===== src/rtl/reset_sequencer_pf.sv =====
// Reset sequencer: releases NUM_STAGES reset domains one at a time, in
// ascending order. Each stage waits STAGE_DELAY cycles before its release.
// It then waits up to TIMEOUT cycles for that domain's ack. A timeout, or an
// ack lost after the whole sequence completes, parks the block in ERROR with
// every domain held in reset. SOFT_RST_REQ re-runs the sequence from stage 0.
module reset_sequencer_pf #(
  parameter int NUM_STAGES  = 4,
  parameter int STAGE_DELAY = 16,
  parameter int TIMEOUT     = 256
) (
  input  logic                  CLK,
  input  logic                  INTERNAL_RST,
  input  logic                  SOFT_RST_REQ,
  input  logic [NUM_STAGES-1:0] STAGE_ACK,
  output logic [NUM_STAGES-1:0] STAGE_RESET_N,
  output logic                  SEQ_DONE,
  output logic                  SEQ_ERROR,
  output logic [2:0]            ERR_STAGE
);

  typedef enum logic [2:0] {
    ST_HOLD,
    ST_RELEASE,
    ST_WAIT_ACK,
    ST_DONE,
    ST_ERROR,
    ST_ASSERT
  } state_t;

  localparam logic [15:0]           HOLD_LAST = 16'(STAGE_DELAY - 1);
  localparam logic [15:0]           TO_LAST   = 16'(TIMEOUT - 1);
  localparam logic [2:0]            IDX_LAST  = 3'(NUM_STAGES - 1);
  localparam logic [NUM_STAGES-1:0] STAGE_ONE = NUM_STAGES'(1);

  // ack synchroniser
  logic [NUM_STAGES-1:0] r_ack_meta;
  logic [NUM_STAGES-1:0] r_ack_s;

  // sequencer state
  state_t      r_state;
  state_t      w_nxt_state;
  logic [2:0]  r_idx;
  logic [2:0]  w_nxt_idx;
  logic [15:0] r_cnt;
  logic [15:0] w_nxt_cnt;

  // decoded ack conditions
  logic        w_ack_cur;
  logic        w_all_acked;
  logic [2:0]  w_drop_idx;

  // registered outputs and their next values
  logic [NUM_STAGES-1:0] r_rst_n;
  logic [NUM_STAGES-1:0] w_nxt_rst_n;
  logic                  r_done;
  logic                  w_nxt_done;
  logic                  r_err;
  logic                  w_nxt_err;
  logic [2:0]            r_err_stage;
  logic [2:0]            w_nxt_err_stage;

  // Two-flop synchroniser per ack; acks can come from any clock domain.
  always_ff @(posedge CLK or negedge INTERNAL_RST) begin
    if (!INTERNAL_RST) begin
      r_ack_meta <= '0;
      r_ack_s    <= '0;
    end else begin
      r_ack_meta <= STAGE_ACK;
      r_ack_s    <= r_ack_meta;
    end
  end

  // Decode the ack of the stage being waited on, plus the lowest dropped ack.
  // The mask form keeps the 3-bit index legal for any NUM_STAGES.
  always_comb begin
    w_ack_cur   = |(r_ack_s & (STAGE_ONE << r_idx));
    w_all_acked = &r_ack_s;
    w_drop_idx  = 3'd0;
    for (int i = NUM_STAGES - 1; i >= 0; i--) begin
      if (!(|(r_ack_s & (STAGE_ONE << i)))) begin
        w_drop_idx = 3'(i);
      end
    end
  end

  // State register, together with the stage index and the cycle counter.
  always_ff @(posedge CLK or negedge INTERNAL_RST) begin
    if (!INTERNAL_RST) begin
      r_state <= ST_HOLD;
      r_idx   <= 3'd0;
      r_cnt   <= 16'd0;
    end else begin
      r_state <= w_nxt_state;
      r_idx   <= w_nxt_idx;
      r_cnt   <= w_nxt_cnt;
    end
  end

  // Next-state logic. A soft request beats every other event, except in
  // ASSERT, which always completes its single cycle.
  always_comb begin
    w_nxt_state = r_state;
    w_nxt_idx   = r_idx;
    w_nxt_cnt   = r_cnt;
    if (SOFT_RST_REQ && (r_state != ST_ASSERT)) begin
      w_nxt_state = ST_ASSERT;
      w_nxt_idx   = 3'd0;
      w_nxt_cnt   = 16'd0;
    end else begin
      case (r_state)
        ST_HOLD: begin
          if (r_cnt == HOLD_LAST) begin
            w_nxt_state = ST_RELEASE;
            w_nxt_cnt   = 16'd0;
          end else begin
            w_nxt_cnt = r_cnt + 16'd1;
          end
        end
        ST_RELEASE: begin
          w_nxt_state = ST_WAIT_ACK;
          w_nxt_cnt   = 16'd0;
        end
        ST_WAIT_ACK: begin
          // The ack is checked first, so it wins when it lands on the
          // final timeout cycle.
          if (w_ack_cur) begin
            w_nxt_cnt = 16'd0;
            if (r_idx == IDX_LAST) begin
              w_nxt_state = ST_DONE;
            end else begin
              w_nxt_state = ST_HOLD;
              w_nxt_idx   = r_idx + 3'd1;
            end
          end else if (r_cnt == TO_LAST) begin
            w_nxt_state = ST_ERROR;
          end else begin
            w_nxt_cnt = r_cnt + 16'd1;
          end
        end
        ST_DONE: begin
          if (!w_all_acked) begin
            w_nxt_state = ST_ERROR;
          end
        end
        ST_ERROR: begin
          w_nxt_state = ST_ERROR;
        end
        ST_ASSERT: begin
          w_nxt_state = ST_HOLD;
          w_nxt_idx   = 3'd0;
          w_nxt_cnt   = 16'd0;
        end
        default: begin
          w_nxt_state = ST_HOLD;
          w_nxt_idx   = 3'd0;
          w_nxt_cnt   = 16'd0;
        end
      endcase
    end
  end

  // Output logic. Next output values come from the transition being taken,
  // so every output changes on the same edge as the state change.
  always_comb begin
    w_nxt_rst_n     = r_rst_n;
    w_nxt_done      = r_done;
    w_nxt_err       = r_err;
    w_nxt_err_stage = r_err_stage;
    if (w_nxt_state == ST_ASSERT) begin
      w_nxt_rst_n     = '0;
      w_nxt_done      = 1'b0;
      w_nxt_err       = 1'b0;
      w_nxt_err_stage = 3'd0;
    end else if ((w_nxt_state == ST_ERROR) && (r_state != ST_ERROR)) begin
      w_nxt_rst_n     = '0;
      w_nxt_done      = 1'b0;
      w_nxt_err       = 1'b1;
      w_nxt_err_stage = (r_state == ST_DONE) ? w_drop_idx : r_idx;
    end else if (r_state == ST_RELEASE) begin
      w_nxt_rst_n = r_rst_n | (STAGE_ONE << r_idx);
    end else if (w_nxt_state == ST_DONE) begin
      w_nxt_done = 1'b1;
    end
  end

  // Output registers; nothing reaches a port combinationally.
  always_ff @(posedge CLK or negedge INTERNAL_RST) begin
    if (!INTERNAL_RST) begin
      r_rst_n     <= '0;
      r_done      <= 1'b0;
      r_err       <= 1'b0;
      r_err_stage <= 3'd0;
    end else begin
      r_rst_n     <= w_nxt_rst_n;
      r_done      <= w_nxt_done;
      r_err       <= w_nxt_err;
      r_err_stage <= w_nxt_err_stage;
    end
  end

  assign STAGE_RESET_N = r_rst_n;
  assign SEQ_DONE      = r_done;
  assign SEQ_ERROR     = r_err;
  assign ERR_STAGE     = r_err_stage;

endmodule


===== config.mk =====
export PLATFORM = sky130hd
export DESIGN_NAME = reset_sequencer_pf
export DESIGN_NICKNAME = d
export VERILOG_FILES = /design/src/rtl/reset_sequencer_pf.sv
export SDC_FILE = /design/constraint.sdc
export NUM_CORES = 1
export LEC_CHECK = 0
export CORE_MARGIN = 4
export CORE_UTILIZATION = 31
export DETAILED_ROUTE_END_ITERATION = 10
export PLACE_DENSITY = 0.46
export SLEW_MARGIN = 25
export SYNTH_ARGS = -nofsm -noshare
export SYNTH_HDL_FRONTEND = slang
export SYNTH_SLANG_ARGS = --single-unit
export TNS_END_PERCENT = 30

===== constraint.sdc =====
create_clock -name CLK -period 2.45 [get_ports CLK]
set_input_delay 0.6125 -clock CLK [delete_from_list [all_inputs] [get_ports CLK]]
set_output_delay 0.6125 -clock CLK [all_outputs]
set_load 0.01 [all_outputs]

==> results by stage, run 1 <==
Place:
- During placement, the flow inserted port buffers numbering 15.
- The post-placement cell count is 350.
- After legalization and detailed placement, the total HPWL measured 3.819 mm.
- The routability congestion estimate from global placement is 0.7430.
- The worst slack after detailed placement is 16.07 ps.

Finish:
- The fraction of the core area covered by cells at the end of the flow is 39.12%.
- Summing all multi-input logic gate instances after layout gives 1127 sq um.
- Relative to the synthesized area, the layout overhead comes to 22.92%.
- After the flow finishes, the layout carries non-filler instances totaling 358.
- In the final design database the tool counted 274 nets.
- The repair_antennas step left the layout with diodes totalling 0.
- Fill cells in the final layout number 685.
- The layout cell share with drive strength beyond 1 is 17.56%.
- Summing all flip-flop and latch instances after layout gives 975.9 sq um.
- The library cell used most frequently in the layout, excluding fill and tap cells, is sky130_fd_sc_hd__dfrtp_1.
- In the layout the commonest cells are sky130_fd_sc_hd__dfrtp_1, sky130_fd_sc_hd__nand2_1, sky130_fd_sc_hd__buf_4.

Global route:
- Summed over all layers, the global routing overflow is 0.
- The global-route wire length before repair is 8.928 mm.
- In the global route stage, met1 resource usage came out at 20.37%.
- The met2 capacity usage during global routing is 18.44%.
- The initial antenna violation count is 0.
- Entering global routing, the biggest net connects 40 pins.
- The via count of the first global-routing pass is 1706.
- Global routing used 2.734% of the available met3 tracks.
- The layer flagged by global routing as most heavily used is met1.
- Across every metal layer, demand over resource in global routing totals 13.31%.

Synth:
- The number of enable-type register cells in the synthesized netlist is 0.
- The count of different cell masters after synthesis is 54.
- The fraction of synthesized cell area taken by the top area cell type is 45.14%.
- When the netlist entered floorplanning its net count stood at 242.
- The yosys synthesis warning count is 0.
- The post-synthesis register bit count is 39.
- The most common flop cell mapped by yosys is sky130_fd_sc_hd__dfrtp_1.
- The async set-or-reset flop fraction in the synthesized netlist is 100.0%.
- For this run, the register share of the synthesized area comes to 45.14%.
- The cell count after synthesis came out at 229.
- In the post-synthesis netlist, the biggest area contributors are sky130_fd_sc_hd__dfrtp_1, sky130_fd_sc_hd__nand2_1, sky130_fd_sc_hd__ha_1.
- The synthesized netlist occupies a cell area of 2162 sq um.
- The average footprint of a synthesized cell is 9.441 sq um.
- The post-synthesis cell type with the largest combined area is sky130_fd_sc_hd__dfrtp_1.

Pwr:
- In this run the power spent charging and discharging nets is 0.5966 mW.
- Summed over all cells, the static leakage comes to 1.125 nW.
- Registers are responsible for 44.3% of the overall power.
- The proportion of total power due to net switching is 35.05%.
- The relative contribution of the clock network to total power is 27.6%.
- The power per unit of standard cell area is 640.5 nW/um^2.
- The internal power component is 1.106 mW.
- The combinational group share of total power is 28.2%.
- The maximum vdd ir drop is 0.2305 mV.

Setup path:
- For the worst flop-to-flop path, the logic depth is 8.
- STA puts the critical path data arrival time at 2590 ps.
- The worst setup path is launched from a flop.
- The required arrival time at the worst endpoint is 2690 ps.
- Of all nets on the critical path, the largest fanout is 9.
- The master of the slowest instance on the critical path is sky130_fd_sc_hd__dfrtp_1.
- The kind of critical path is reg2reg.
- The largest single stage delay on the critical path is 400 ps.
- The worst setup path is captured at a flop.
- The signal on the critical path passes through inv_1 -> ha_1 -> a222oi_1 -> or2b_1 -> a221o_1 -> a211oi_4 -> buf_12 -> mux2i_1.

Clocking:
- The number of clock buffers added by TritonCTS is 5.
- The maximum root-to-sink buffer count is 2.
- The later-pin clock latency in the skew report is 310 ps.
- The clock root buffer master is sky130_fd_sc_hd__clkbuf_8.
- The number of hold buffers added after CTS was 0.
- The number of sinks handled by clock tree synthesis is 39.
- TritonCTS built the clock tree.
- The number of H-tree levels is 2.
- After clock tree synthesis, the clock-pin slew on the worst setup and hold paths is 100 ps.

Detailed routing:
- The final routed DRC violation total is 0.
- The total number of vias is 1819.
- The average routed wire per standard cell is 14.53 um.
- The pre-antenna-repair detailed-routing pass consisted of 4 iterations.
- In this run the remaining antenna-violating nets after routing total 0.
- The detailed-route vias per instance is 5.081.
- After the first detailed-routing iteration, the DRC count stood at 210.
- Wires add up to 5.202 mm.

STA:
- The final count of hold timing violations is 0.
- The final worst setup slack is 97.85 ps.
- Setup repair after global routing could not meet its margin everywhere.
- Derived from the worst setup path, the maximum achievable clock frequency is 0.4251 GHz.
- Setup violations remaining at the end of the flow were counted as 0.
- Hold timing on the final database bottoms out at a slack of 340.3 ps.
- At the pin with the least slew margin, the transition time is 509.5 ps.
- The final critical delay including setup and external delays is 2352 ps.
- The post-route clock period utilization is 96.01%.
- The total count of max-transition violations in the final report is 0.
- The final clock skew is 14.14 ps.
- The max-slew headroom at the worst pin is 65.90%.

Floorplanning:
- The floorplan row count is 30.
- The y dimension of the die is 91.52 um.
- The I/O pin count is 16.
- The region available for standard cell placement spans 6794 sq um.
- Measured along the x axis, the die boundary spans 91.52 um.
- The die covers 8375 sq um.
- For this configuration, the core starts out at a cell density of 31.82%.

Flow run:
- The count of max-cap constraint violations is 0.

Hold path:
- The worst min-delay path category is in2async.

Status:
- The run finished with clean final reports.
-- per-layer routing --
layer | wire (um) | part of all wire [%] | vias up
li1 | - | - | 917
met4 | 77 | 1.5 | 0
met2 | 2216 | 43 | 28
met1 | 2716 | 52 | 866
met3 | 192 | 3.7 | 8
met5 | 0 | 0 | -
-- state kept, by name, indices dropped and copies added, names as in the netlist --
register       cells
SEQ_ERROR          1
r_idx              3
SEQ_DONE           1
ERR_STAGE          3
r_cnt             16
r_ack_meta         4
r_ack_s            4
STAGE_RESET_N      4
r_state            3
-- cells in the mapped netlist, drive strengths merged, types with 5 or more instances --
library cell,n
inv,7
or3,7
nand2,28
a21oi,12
nor2,15
dfrtp,39
clkbuf,7
and3,5
nor3,8
ha,6
o21ai,13
nand3,9
-- path summary, 6_finish.rpt --
path / from / endpoint / slack, ps
min: INTERNAL_RST / SEQ_ERROR / 340
min in group CLK: r_ack_meta[3] / r_ack_s[3] / 350
max in group asynchronous: INTERNAL_RST / r_cnt[7] / 1730
max reg2reg: r_idx[1] / ERR_STAGE[2] / 100
min reg2reg: r_ack_meta[3] / r_ack_s[3] / 350
max: r_idx[1] / ERR_STAGE[2] / 100
-- metrics by stage --
stage,setup TNS (ps),total power [mW],cell area [sq um]
after CTS,0,1.719,2641
after global placement,0,1.255,2549
final,0,1.702,2658
after global routing,-2.987,1.811,2658
after detailed placement,0,1.245,2549
after floorplan,0,1.066,2162
-- logic make-up (layout without fill, tap and decap cells) --
logic type               after synthesis  in the layout  synth area share (%)
flip-flops                            39             39                 45.14
AO/OA/AOI/OAI                         63             63                 21.06
buffers and inverters                 18             51                 3.704
XOR/XNOR                               1              1                0.4052
adder cells (fa/ha/maj)                6              6                 3.472
AND/OR/NAND/NOR                       99             99                 24.83
multiplexers                           3              3                 1.389
-- area by class of cell --
cell class	instances	share of cell area (%)
clock buffers	5	2.589
clock inverters	3	0.8945
inverters	7	0.9887
multi-input cells	172	42.42
flip-flops and latches	39	36.72
well taps	96	4.520
repair buffers	36	11.86
-- timing repair --
item                       CTS  global route
setup endpoints to repair    0             7
setup buffers                0             0
gates resized for setup      0             3
-- worst max-delay path, delay by kind of cell (launching register included) --
kind | cells | cell delay [ps]
flops | 1 | 400
compound gates | 3 | 980
simple gates | 1 | 260
fa+ha+maj | 1 | 220
mux | 1 | 180
buf+inv | 2 | 250
-- power groups by stage --
stage               registers [mW]  clock network (mW)  logic [mW]
detailed placement           0.766                   0       0.479
global route                 0.764               0.512       0.535
floorplan                    0.734                   0       0.332
finish                       0.754               0.469       0.479
CTS                          0.754               0.484       0.481
global placement             0.769                   0       0.486
(Power assumes the default switching activity.)
==> run 2: changes to the inputs <==
- CELL_PAD_IN_SITES_DETAIL_PLACEMENT: default -> 1
- CELL_PAD_IN_SITES_GLOBAL_PLACEMENT: default -> 2
- PLACE_DENSITY: 0.46 -> 0.68
==> results by stage, run 2 (synthesized netlist as in run 1, its figures left out) <==
Setup path:
- The number of buffer and inverter instances along the worst setup path came to 2 (unchanged).
- Tracing the worst setup path back leads to its startpoint at r_idx[0].
- The signal arrival time at the worst endpoint is 2540 ps (-50 ps).
- The critical path is of the reg2reg type.
- The source of the worst register-to-register timing path is r_idx[0].
- The longest individual stage delay on the worst path is 400 ps (about the same).
- Walking the worst path, the cells encountered are inv_2 -> ha_2 -> a222oi_1 -> or2b_1 -> a221o_1 -> a211oi_4 -> buf_6 -> mux2i_1.
- The worst setup path is launched from a flop.
- The family with the most delay on the worst path is compound AO/OA/AOI/OAI gates.
- The largest fanout of any net on the critical path is 5 (-4).
- Among all stages on the critical path, the largest delay is contributed by sky130_fd_sc_hd__dfrtp_1.
- STA classifies the critical path endpoint as a flop.
- The required arrival time at the worst endpoint was 2680 ps (about the same).

Finish:
- The library cell used most frequently in the layout, excluding fill and tap cells, is sky130_fd_sc_hd__dfrtp_1.
- The layout cell share with drive strength beyond 1 is 19.25% (+1.7 points).
- More flip-flops sit in one register than any other, and that register is r_cnt.
- The top cell types in the final layout, fill and taps aside, are sky130_fd_sc_hd__dfrtp_1, sky130_fd_sc_hd__nand2_1, sky130_fd_sc_hd__buf_4.
- The fill cell total of the finished layout is 791 (+15%).
- The diode insertion count for antenna repair was 0 (unchanged).
- The number of nets in the finished design is 277 (+1.1%).
- The area taken by flip-flops and latches is 975.9 sq um (unchanged).
- The multi-input combinational cell area is 1130 sq um (+0.22%).
- The area growth from synthesis to final layout is 25.87%.
- The number of flip-flops in the largest register is 16 (unchanged).

Detailed routing:
- The number of detailed-route iterations in the first pass came to 4 (unchanged).
- The average routed wire per standard cell is 16.34 um (+12%).
- The final antenna-violating net count came to 0 (unchanged).
- The total number of vias is 1883 (+3.5%).
- The final routed DRC violation total came to 0 (unchanged).
- The detailed-route vias per instance is 5.216 (+2.7%).
- The DRC marker count from the first detailed-route iteration is 100 (-52%).
- The final wirelength is 5.900 mm (+13%).

Hold path:
- The tightest min-delay check is of the in2async type.

Clocking:
- The number of buffers inserted during clock tree synthesis is 5 (unchanged).
- The post-CTS clock slew at the launch and capture registers of the worst setup and hold paths is 80 ps (-20 ps).
- The number of H-tree levels was 2 (unchanged).
- The number of sinks handled by clock tree synthesis was 39 (unchanged).
- The later-pin clock latency in the skew report is 300 ps (about the same).
- TritonCTS built the clock tree.
- The clock root buffer master is sky130_fd_sc_hd__clkbuf_8.
- The maximum root-to-sink buffer count is 2 (unchanged).
- The hold-fix buffer count after cts was 0 (unchanged).

Global route:
- The global-route wire length before repair is 10.04 mm (+12%).
- The total track usage is 15.13% (+1.8 points).
- The maximum number of pins on one net before global-route repair is 19 (-53%).
- The overall overflow remaining after global route is 0 (unchanged).
- The via count of the first global-routing pass is 1874 (+9.8%).
- The initial antenna violation count came to 0 (unchanged).

Floorplanning:
- The placeable core region is 6794 sq um (unchanged).
- The overall die area came to 8375 sq um (unchanged).
- The initial standard-cell utilization of the core is 31.82% (unchanged).
- The die extent in x came to 91.52 um (unchanged).
- The floorplan row count was 30 (unchanged).
- The I/O pin count is 16 (unchanged).
- The y dimension of the die is 91.52 um (unchanged).

Pwr:
- The maximum vdd ir drop is 0.2517 mV (+9.2%).
- The internal power component is 1.329 mW (+20%).
- The relative contribution of the clock network to total power is 34.1% (+6.5 points).
- The proportion of total power due to net switching is 31.43% (-3.6 points).
- The static leakage is 1.151 nW (+2.3%).
- The switching power came to 0.6093 mW (+2.1%).
- The power per unit of standard cell area is 712.3 nW/um^2 (+11%).
- The total power consumption of the routed design is 1.939 mW (+14%).
- The combinational group share of total power is 27.8% (-0.4 points).
- The share of power burned in registers is 38.1% (-6.2 points).

STA:
- The final critical delay including setup and external delays is 2308 ps (-44.12 ps).
- The maximum frequency from static timing analysis came to 0.4333 GHz (+1.9%).
- The final worst setup slack is 142.0 ps (+44.12 ps).
- The final setup violation count is 0 (unchanged).
- Setup repair after global routing could not meet its margin everywhere.
- The final clock skew was 5.938 ps (-8.198 ps).
- The final count of hold timing violations came to 0 (unchanged).
- The max-slew headroom at the worst pin is 62.94% (-3.0 points).
- The setup TNS was 0 ps (unchanged).
- The total count of max-transition violations in the final report is 0 (unchanged).
- The slew at the pin closest to its max-slew limit was 550.8 ps (+41.27 ps).
- The post-route clock period utilization is 94.21% (-1.8 points).

Place:
- The routability congestion estimate from global placement is 0.7484 (+0.73%).
- The worst slack after detailed placement came to 83.52 ps (+67.45 ps).
- The count of port buffers added during placement came to 15 (unchanged).
- The final HPWL from detailed placement is 4.461 mm (+17%).

Status:
- The run finished with clean final reports.

Flow run:
- The count of max-cap constraint violations came to 0 (unchanged).
## run 2: cell types whose count changed in the layout (fill, tap and decap cells not counted), moves of 2 or more
| cell | before | now |
|---|---|---|
| sky130_fd_sc_hd__buf_4 | 20 | 22 |
| sky130_fd_sc_hd__buf_6 | 0 | 2 |
| sky130_fd_sc_hd__bufinv_16 | 0 | 2 |
| sky130_fd_sc_hd__ha_1 | 6 | 4 |
| sky130_fd_sc_hd__ha_2 | 0 | 2 |
| sky130_fd_sc_hd__inv_1 | 7 | 5 |
| sky130_fd_sc_hd__inv_2 | 0 | 2 |
## run 2: path summary, 6_finish.rpt
check                                to  slack [ps]  cells past startpoint
min                        ERR_STAGE[1]         240                      1
max reg2reg                ERR_STAGE[2]         140                      8
min reg2reg                  r_ack_s[3]         350                      0
max                        ERR_STAGE[2]         140                      8
min in group CLK             r_ack_s[3]         350                      0
max in group asynchronous      r_cnt[0]        1670                      2
## run 2: power groups by stage
stage | Clock [mW] | Sequential [mW] | Combinational, mW
floorplan | 0 | 0.734 | 0.332
global placement | 0 | 0.750 | 0.530
detailed placement | 0 | 0.750 | 0.532
CTS | 0.682 | 0.737 | 0.534
global route | 0.711 | 0.748 | 0.605
finish | 0.661 | 0.738 | 0.539
## run 2: layer usage
metal / wire length [um] / share of wire, % / vias to the layer above / track usage [%]
li1: - / - / 920 / -
met1: 3075 / 52 / 932 / 22.71
met2: 2590 / 44 / 25 / 21.91
met3: 161 / 2.7 / 6 / 2.651
met4: 72 / 1.2 / 0 / 4.523
met5: 0 / 0 / - / 0
## run 2: cell type report
cell class | count | area share [%]
multi-input combinational | 172 | 41.52
sequential | 39 | 35.86
timing repair buffer | 39 | 12.23
tap | 96 | 4.414
clock buffer | 5 | 2.529
clock inverter | 3 | 2.483
inverter | 7 | 0.9655
## run 2: repair_timing
item	4_1_cts	5_1_grt
resized for setup	0	8
setup buffers	0	1
setup endpoints to repair	0	6
## run 2: metrics by stage
step / utilization (%) / hold slack [ps] / instance area, sq um / std cells
detailed placement: 37.55 / 336.3 / 2551 / 352
CTS: 39.56 / 257.1 / 2688 / 360
global route: 40.06 / 261.3 / 2721 / 361
global placement: 37.55 / 332.7 / 2551 / 352
floorplan: - / 316.9 / 2162 / 229
finish: 40.06 / 244.5 / 2721 / 361
==> run 3: changes to the inputs <==
- PLACE_DENSITY: 0.68 -> 0.65
- clock period: 2.45 -> 2.5 ns (I/O delays scaled with it)
==> results by stage, run 3 (synthesized netlist as in run 1, its figures left out) <==
Status:
- The run finished with clean final reports.

STA:
- The max-slew headroom at the worst pin came to 63.24% (+0.30 points).
- The maximum frequency from static timing analysis is 0.4283 GHz (-1.1%).
- The final clock skew was 8.048 ps (+2.110 ps).
- The final critical delay including setup and external delays was 2335 ps (+26.62 ps).
- The total count of max-transition violations in the final report is 0 (unchanged).
- The final count of hold timing violations is 0 (unchanged).
- The worst hold-check slack came to 354.1 ps (+109.6 ps).
- The slew at the pin closest to its max-slew limit came to 546.4 ps (-4.432 ps).
- The final setup violation count is 0 (unchanged).
- The setup TNS is 0 ps (unchanged).
- Setup repair after global routing left no endpoint under its margin.
- The post-route clock period utilization is 93.39% (-0.82 points).

Detailed routing:
- The final wirelength is 5.765 mm (-2.3%).
- The DRC marker count from the first detailed-route iteration is 66 (-34%).
- The average routed wire per standard cell came to 16.10 um (-1.5%).
- The number of detailed-route iterations in the first pass came to 5 (+1).
- The final antenna-violating net count is 0 (unchanged).
- The final routed DRC violation total is 0 (unchanged).
- The total number of vias is 1871 (-0.64%).
- The detailed-route vias per instance is 5.226 (+0.20%).

Finish:
- The layout cell share with drive strength beyond 1 is 16.41% (-2.8 points).
- The number of nets in the finished design was 274 (-1.1%).
- The number of flip-flops in the largest register is 16 (unchanged).
- The area growth from synthesis to final layout is 22.28%.
- The fill cell total of the finished layout is 785 (-0.76%).
- Leaving out fill and tap cells, the most frequent cells in the layout are sky130_fd_sc_hd__dfrtp_1, sky130_fd_sc_hd__nand2_1, sky130_fd_sc_hd__buf_4.
- Leaving out fill and tap cells, the most frequent cell in the layout is sky130_fd_sc_hd__dfrtp_1.
- The final design area excluding fillers came to 2644 sq um (-2.9%).
- The diode insertion count for antenna repair was 0 (unchanged).
- The largest register by flop count is r_cnt.

Floorplanning:
- The floorplan row count is 30 (unchanged).
- The placeable core region was 6794 sq um (unchanged).
- The overall die area is 8375 sq um (unchanged).
- The die extent in x is 91.52 um (unchanged).
- The I/O pin count is 16 (unchanged).
- The initial standard-cell utilization of the core is 31.82% (unchanged).
- The y dimension of the die came to 91.52 um (unchanged).

Clocking:
- The maximum root-to-sink buffer count is 2 (unchanged).
- The number of H-tree levels is 2 (unchanged).
- The number of buffers inserted during clock tree synthesis came to 5 (unchanged).
- The number of setup buffers added after CTS is 0 (unchanged).
- The clock root buffer master is sky130_fd_sc_hd__clkbuf_8.
- The number of sinks handled by clock tree synthesis is 39 (unchanged).
- The later-pin clock latency in the skew report is 300 ps (about the same).
- The post-CTS clock slew at the launch and capture registers of the worst setup and hold paths is 90 ps (about the same).
- TritonCTS built the clock tree.

Global route:
- The overall overflow remaining after global route came to 0 (unchanged).
- The total track usage is 14.84% (-0.29 points).
- The initial antenna violation count is 0 (unchanged).
- The global-route wire length before repair was 9.825 mm (-2.1%).
- The via count of the first global-routing pass is 1868 (-0.32%).
- The maximum number of pins on one net before global-route repair is 40 (+21).

Pwr:
- The maximum vdd ir drop was 0.2295 mV (-8.8%).
- The static leakage came to 1.114 nW (-3.2%).
- The power per unit of standard cell area is 640.1 nW/um^2 (-10%).

Hold path:
- The worst min-delay path category is reg2reg.
- Along the worst hold path, the cell count comes to 0.

Setup path:
- The signal on the critical path passes through inv_1 -> ha_1 -> a222oi_1 -> or2b_1 -> a221o_1 -> a211oi_4 -> buf_6 -> mux2i_1.
- The depth of the most critical reg-to-reg path is 8 (unchanged).
- The worst setup path is captured at a flop.
- The kind of critical path is reg2reg.
- STA classifies the critical path startpoint as a flop.
- The master of the slowest instance on the critical path is sky130_fd_sc_hd__a222oi_1.
- The longest individual stage delay on the worst path is 400 ps (about the same).
- The signal arrival time at the worst endpoint is 2560 ps (+20 ps).
- The worst setup slack for register-to-register paths came to 170 ps (+20 ps).
- The required arrival time at the worst endpoint is 2730 ps (+50 ps).
- The largest fanout of any net on the critical path is 5 (unchanged).
- The end of the critical path is ERR_STAGE[0].
- The critical path launch point is r_idx[1].
- In this run the critical register-to-register path is captured at ERR_STAGE[0].
- The source of the worst register-to-register timing path is r_idx[1].

Flow run:
- The count of max-cap constraint violations is 0 (unchanged).

Place:
- The final HPWL from detailed placement is 4.354 mm (-2.4%).
- The count of port buffers added during placement is 15 (unchanged).
- The routability congestion estimate from global placement came to 0.7532 (+0.64%).
- The cell area after placement is 2536 sq um (-0.59%).
run 3: changes by cell type in the layout (fill, tap and decap cells not counted):
cell                         previous run  this run
sky130_fd_sc_hd__buf_4                 22        20
sky130_fd_sc_hd__buf_6                  2         1
sky130_fd_sc_hd__bufinv_16              2         0
sky130_fd_sc_hd__clkinvlp_4             1         2
sky130_fd_sc_hd__ha_1                   4         6
sky130_fd_sc_hd__ha_2                   2         0
sky130_fd_sc_hd__inv_1                  5         7
sky130_fd_sc_hd__inv_2                  2         0
sky130_fd_sc_hd__inv_6                  0         1
sky130_fd_sc_hd__nand2_1               27        28
sky130_fd_sc_hd__nand2_2                1         0
run 3: critical path, delay by kind of cell, from the launching register on:
family                   cells  cell delay, ps
AO/OA/AOI/OAI                3             990
flip-flops                   1             380
AND/OR/NAND/NOR              1             270
buffers and inverters        2             230
adder cells (fa/ha/maj)      1             210
multiplexers                 1             180
run 3: how the worst min path moves through the flow:
stage / endpoint / startpoint / slack [ps]
finish: r_ack_s[1] / r_ack_meta[1] / 350
global placement: r_ack_s[3] / r_ack_meta[3] / 330
CTS: r_ack_s[2] / r_ack_meta[2] / 360
detailed placement: r_ack_s[2] / r_ack_meta[2] / 340
floorplan: ERR_STAGE[0] / INTERNAL_RST / 330
global route: r_ack_s[2] / r_ack_meta[2] / 360
run 3: power by group:
group | switching [mW] | internal [mW] | total (mW)
Sequential | 0.0485 | 0.674 | 0.723
Clock | 0.256 | 0.200 | 0.456
Combinational | 0.296 | 0.217 | 0.513
Total | 0.601 | 1.09 | 1.69
run 3: area by class of cell:
cell class | instances | area, sq um | share of cell area [%]
multi-input combinational | 172 | 1122 | 42.45
sequential | 39 | 975.9 | 36.91
timing repair buffer | 36 | 306.5 | 11.59
tap | 96 | 120.1 | 4.543
clock buffer | 5 | 68.82 | 2.603
inverter | 7 | 26.28 | 0.9938
clock inverter | 3 | 23.77 | 0.8992
run 3: per-layer routing:
| layer | track usage [%] | share of wire (%) | up-vias |
|---|---|---|---|
| met4 | 4.523 | 0.88 | 0 |
| met3 | 3.065 | 3.4 | 5 |
| met1 | 21.77 | 52 | 922 |
| met2 | 21.73 | 44 | 28 |
| li1 | - | - | 916 |
| met5 | 0 | 0 | - |
run 3: stage by stage:
stage               power, mW  instances  util [%]  setup slack, ps
floorplan               1.044        229         -            211.2
global placement        1.251        350     37.33            183.9
detailed placement      1.250        350     37.33            132.5
CTS                     1.720        358     38.69            111.9
global route            1.808        358     38.91            14.53
finish                  1.692        358     38.91            165.3
run 3: repair_timing:
action	in CTS	in global routing
resized for setup	0	2
hold endpoints to repair	0	0
hold buffers	0	0
setup endpoints to repair	0	3
